--- config.mk ---
export PLATFORM = sky130hd
export DESIGN_NAME = stdmacro_reset_gen
export DESIGN_NICKNAME = d
export VERILOG_FILES = /design/src/rtl/stdmacro_reset_gen_pkg.sv /design/src/rtl/stdmacro_reset_gen_sync.sv /design/src/rtl/stdmacro_reset_gen.sv
export SDC_FILE = /design/constraint.sdc
export NUM_CORES = 1
export LEC_CHECK = 0
export CAP_MARGIN = 20
export CORE_UTILIZATION = 35
export DETAILED_ROUTE_END_ITERATION = 8
export PLACE_DENSITY = 0.51
export SYNTH_ARGS = -nofsm -noshare
export SYNTH_HDL_FRONTEND = slang
export SYNTH_SLANG_ARGS = --single-unit
--- constraint.sdc ---
create_clock -name clk -period 3.3 [get_ports clk]
set_input_delay 0.66 -clock clk [delete_from_list [all_inputs] [get_ports clk]]
set_output_delay 0.66 -clock clk [all_outputs]
set_load 0.02 [all_outputs]
--- src/rtl/stdmacro_reset_gen_pkg.sv ---
// Shared definitions for the reset generator: FSM state encodings, default
// parameter values and the hold-counter width helper.
package stdmacro_reset_gen_pkg;

  typedef enum logic [1:0] {
    RSTGEN_HOLD  = 2'd0,
    RSTGEN_RUN   = 2'd1,
    RSTGEN_SWRST = 2'd2
  } rstgen_state_e;

  localparam int RSTGEN_SYNC_STAGES_DEF = 2;
  localparam int RSTGEN_HOLD_CYCLES_DEF = 16;

  // The counter needs at least one bit even when HOLD_CYCLES is 1.
  function automatic int rstgen_cnt_width(input int hold_cycles);
    int w;
    w = $clog2(hold_cycles);
    return (w < 1) ? 1 : w;
  endfunction

endpackage

--- src/rtl/stdmacro_reset_gen_sync.sv ---
// Async-clear shift-chain synchroniser. It releases sync_ok STAGES edges
// after reset falls.
module std_reset_sync #(
  parameter int STAGES = 2
) (
  input  logic clk,
  input  logic reset,
  output logic sync_ok
);

  logic [STAGES-1:0] chain_r;

  // Shift ones in behind the cleared chain; reset clears it asynchronously.
  always_ff @(posedge clk or posedge reset) begin
    if (reset) begin
      chain_r <= {STAGES{1'b0}};
    end else begin
      chain_r <= {chain_r[STAGES-2:0], 1'b1};
    end
  end

  assign sync_ok = chain_r[STAGES-1];

endmodule

--- src/rtl/stdmacro_reset_gen.sv ---
// Reset producer. Outputs assert asynchronously and deassert synchronously
// after a hold count. A soft reset is available through a req/ack handshake.
module stdmacro_reset_gen
  import stdmacro_reset_gen_pkg::*;
#(
  parameter int SYNC_STAGES = RSTGEN_SYNC_STAGES_DEF,
  parameter int HOLD_CYCLES = RSTGEN_HOLD_CYCLES_DEF
) (
  input  logic clk,
  input  logic reset,
  input  logic sw_reset_req,
  output logic sw_reset_ack,
  output logic reset_out,
  output logic resetn_out,
  output logic reset_done
);

  localparam int CNT_W = rstgen_cnt_width(HOLD_CYCLES);
  localparam logic [CNT_W-1:0] CNT_LAST = CNT_W'(HOLD_CYCLES - 1);
  localparam logic [CNT_W-1:0] CNT_ONE  = CNT_W'(1'b1);
  localparam logic [CNT_W-1:0] CNT_ZERO = {CNT_W{1'b0}};

  if (SYNC_STAGES < 2 || HOLD_CYCLES < 1) begin : g_bad_param
    $error("stdmacro_reset_gen: SYNC_STAGES must be >= 2 and HOLD_CYCLES >= 1");
  end

  rstgen_state_e    state_r;
  logic [CNT_W-1:0] cnt_r;
  logic             sync_ok_s;

  std_reset_sync #(.STAGES(SYNC_STAGES)) u_sync (
    .clk     (clk),
    .reset   (reset),
    .sync_ok (sync_ok_s)
  );

  // Hold/run/soft-reset sequencing. Every output comes straight off a flop.
  always_ff @(posedge clk or posedge reset) begin
    if (reset) begin
      state_r      <= RSTGEN_HOLD;
      cnt_r        <= CNT_ZERO;
      reset_out    <= 1'b1;
      resetn_out   <= 1'b0;
      sw_reset_ack <= 1'b0;
      reset_done   <= 1'b0;
    end else begin
      sw_reset_ack <= 1'b0;
      reset_done   <= 1'b0;
      case (state_r)
        RSTGEN_HOLD: begin
          if (sync_ok_s) begin
            if (cnt_r == CNT_LAST) begin
              state_r    <= RSTGEN_RUN;
              reset_out  <= 1'b0;
              resetn_out <= 1'b1;
              reset_done <= 1'b1;
            end else begin
              cnt_r <= cnt_r + CNT_ONE;
            end
          end
        end
        RSTGEN_RUN: begin
          if (sw_reset_req) begin
            state_r      <= RSTGEN_SWRST;
            cnt_r        <= CNT_ZERO;
            reset_out    <= 1'b1;
            resetn_out   <= 1'b0;
            sw_reset_ack <= 1'b1;
          end
        end
        RSTGEN_SWRST: begin
          // Clearing on exit keeps a 1-bit counter at zero when HOLD_CYCLES is 1.
          if (cnt_r == CNT_LAST) begin
            state_r    <= RSTGEN_RUN;
            cnt_r      <= CNT_ZERO;
            reset_out  <= 1'b0;
            resetn_out <= 1'b1;
            reset_done <= 1'b1;
          end else begin
            cnt_r <= cnt_r + CNT_ONE;
          end
        end
        default: begin
          state_r    <= RSTGEN_HOLD;
          cnt_r      <= CNT_ZERO;
          reset_out  <= 1'b1;
          resetn_out <= 1'b0;
        end
      endcase
    end
  end

endmodule
==> impl_metrics.ini, run 1 <==
[timing]
skew_ns = 0.00863
rsz0062_at_grt = false
drv_slew = 0
setup_slack_ns = 1.25
min_period_over_period = 0.620
setup_viol = 0
hold_viol = 0
fin_tns_setup_ns = 0
fin_crit_ns = 2.05
fmax_ghz = 0.489

[worst_setup_path]
crit_type = register to primary output
worstPathArrival_ns = 1.39
critPathRequiredTime_ns = 2.64
r2r_end = cnt_r[3]$_DFFE_PP0P_
path_delay_family = buffers and inverters
cp_max_fo = 2
cp-start-kind = register
critical-path-max-stage-delay_ns = 0.60
r2r-start = cnt_r[0]$_DFFE_PP0P_
path_cells = clkdlybuf4s50_1
critPathBufInv = 1
worst-r2r-setup-slack_ns = 1.98
crit_path_end_kind = primary output
reg2regPathDepth = 4
slowest_stage = clkdlybuf4s50_1

[synth]
synth_top_family_by_area = compound AO/OA/AOI/OAI gates
synthXorXnorAreaFrac = 0
yosys.area_share.simple = 0.0995
yosysSeqAreaShare = 0.585
synth_area_per_cell_um2 = 11.5
ys_warn_count = 0
synth.mux.area_fraction = 0.0388
synth-compound-area-share = 0.201
syn-num-nets = 49
ys_seq_elements = 12
synth_adder_area_share = 0.0243
netlist_area_um2 = 515
synth_cell_types = 23
netlist_instances = 45

[routing]
drt_wl_total_um = 861
drt_pass1_iterations = 4
detail-route-antenna-nets = 0
drt_iter0_markers = 14
vias = 352
post-route-drc-count = 0
vias_per_cell = 5.03
routedWlPerCell_um = 12.3

[power_and_ir_drop]
p_per_area_mw_per_mm2 = 845
ir_worst_vdd_mv = 0.346
leakage_nw = 0.279
p_sw_uw = 183
clkPwrFrac = 0.170
p_int_uw = 341
total_power_uw = 524
pwr-share-comb = 0.363
netSwitchingFraction = 0.349
seqPwrFrac = 0.467

[global_route]
grt_pass1_wl_um = 1460
grt_max_degree = 13
antenna_found_initial = 0
grt_usage = 0.141
grt_overflow = 0
grt_pass1_vias = 340

[placed_design]
dpl_worst_slack_ns = 1.50
gp_congestion = 0.656
port_buffers = 6
dpl.hpwl_um = 678
dpl_cell_area_um2 = 594

[floorplanning]
core-area_mm2 = 0.00133
rows = 13
start_util = 0.386
die_area_mm2 = 0.00163
die_w_um = 40.4
die_h_um = 40.4
io_pins = 7

[clocking]
cts-resized-gates = 0
cts_hold_buffers = 0
cts.sinks = 12
cts_setup_buffers = 0
cts_root_buf = clkbuf_4
clkSlewWorstSetupHoldPaths_ns = 0.06
cts.path.max_buffers = 2
htree_levels = 1
clkLatencyLatePin_ns = 0.26
cts_made_buffers = 3
cts_tree = done

[run]
maxCapViolCount = 0

[min_path]
hold_path_end = u_sync.chain_r[1]$_DFF_PP0_
hold_class = register to register
min-delay-start = u_sync.chain_r[0]$_DFF_PP0_
min_path_cells = 0

[final_layout]
drive_gt1_frac = 0.145
final_util = 0.465
syn2layout_area_growth_pct = 20.4
fill_cells = 135
nets = 60
design_area_um2 = 621
n_antenna_cell = 0

[outcome]
status = complete, no violations
## sequential cells by signal (all words and copies together), names as in the netlist
signal / count
u_sync.chain_r: 2
state_r: 2
sw_reset_ack: 1
reset_out: 1
reset_done: 1
resetn_out: 1
cnt_r: 4
## metal layers
metal  GRT usage  part of all wire  vias to the layer above
met4      0.0250                 0                        0
li1            -                 -                      175
met1       0.166              0.45                      165
met2       0.218              0.48                       12
met3      0.0889             0.067                        0
met5           0                 0                        -
## cells in the final DEF, fill, tap and decap left out, drive strengths merged
cell type      synthesis  final
dfrtp                 11     11
inv                    6      6
clkdlybuf4s50          0      6
clkbuf                 0      4
a21oi                  3      3
nand3                  3      3
o21ai                  3      3
nand2                  2      2
mux2i                  2      2
o21a                   2      2
o21ba                  1      1
or2                    1      1
a2bb2oi                1      1
o21bai                 1      1
or3                    1      1
o221ai                 1      1
and3                   1      1
a31o                   1      1
nor2                   1      1
o32ai                  1      1
ha                     1      1
dfstp                  1      1
conb                   1      1
## worst max path at each step
stage | from | end | slack [ns] | cells after the start
2_1_floorplan | sw_reset_req | resetn_out$_DFFE_PP0P_ | 2.06 | 3
3_3_place_gp | reset_out$_DFFE_PP1P_ | reset_out | 1.54 | 1
3_5_place_dp | sw_reset_req | cnt_r[3]$_DFFE_PP0P_ | 1.50 | 4
4_1_cts | reset_out$_DFFE_PP1P_ | reset_out | 1.24 | 1
5_1_grt | reset_out$_DFFE_PP1P_ | reset_out | 1.22 | 1
6_report | reset_out$_DFFE_PP1P_ | reset_out | 1.25 | 1
## Yosys cell counts
| cell | count | area share |
|---|---|---|
| ha_1 | 1 | 0.024 |
| or3_1 | 1 | 0.012 |
| inv_1 | 6 | 0.044 |
| o21bai_1 | 1 | 0.015 |
| nand2_1 | 2 | 0.015 |
| o21ai_1 | 2 | 0.019 |
| o221ai_1 | 1 | 0.017 |
| nand3_1 | 2 | 0.019 |
| a21oi_1 | 3 | 0.029 |
| dfstp_2 | 1 | 0.051 |
| o32ai_1 | 1 | 0.017 |
| o21ai_0 | 1 | 0.0097 |
| and3_2 | 1 | 0.015 |
| dfrtp_1 | 11 | 0.53 |
| o21a_1 | 2 | 0.029 |
| mux2i_1 | 2 | 0.039 |
| a2bb2oi_2 | 1 | 0.029 |
| a31o_1 | 1 | 0.017 |
| nand3_2 | 1 | 0.019 |
| nor2_1 | 1 | 0.0073 |
| conb_1 | 1 | 0.0073 |
| o21ba_2 | 1 | 0.019 |
| or2_1 | 1 | 0.012 |
## area by class of cell
type	instances	area, um2	share of cell area
flip-flops and latches	12	302	0.486
multi-input cells	27	191	0.308
repair buffers	6	60.1	0.0968
clock buffers	4	26.3	0.0423
inverters	6	22.5	0.0363
well taps	15	18.8	0.0302
## power groups by stage
stage | Combinational (mW) | Clock, mW | Sequential (mW)
after detailed placement | 0.190 | 0 | 0.247
final | 0.191 | 0.0890 | 0.245
after CTS | 0.192 | 0.0924 | 0.245
after floorplan | 0.120 | 0 | 0.254
after global placement | 0.185 | 0 | 0.243
after global routing | 0.210 | 0.103 | 0.253
## cells by family after synthesis
logic type,count (synthesis)
AO/OA/AOI/OAI,14
adder cells (fa/ha/maj),1
buffers and inverters,6
flip-flops,12
multiplexers,2
other,1
AND/OR/NAND/NOR,9
## through the flow
stage	cells	hold WS (ns)
global placement	66	0.347
detailed placement	66	0.346
floorplan	45	0.331
CTS	70	0.360
global route	70	0.369
finish	70	0.357
Power figures use the tool's default switching activity.
==> run 2, diff against run 1 <==
- clock period: 3.3 -> 2 ns (I/O delays scaled with it)
==> results of run 2 <==
The final DEF is identical to that of run 1. Status: complete, no violations.
Among the figures that moved: setup slack after placement 1.50 ns -> 0.459 ns; setup slack after layout 1.25 ns -> 0.215 ns; register-to-register setup slack 1.98 ns -> 0.68 ns; total power 0.524 mW -> 0.865 mW; worst IR drop on VDD 0.346 mV -> 0.571 mV
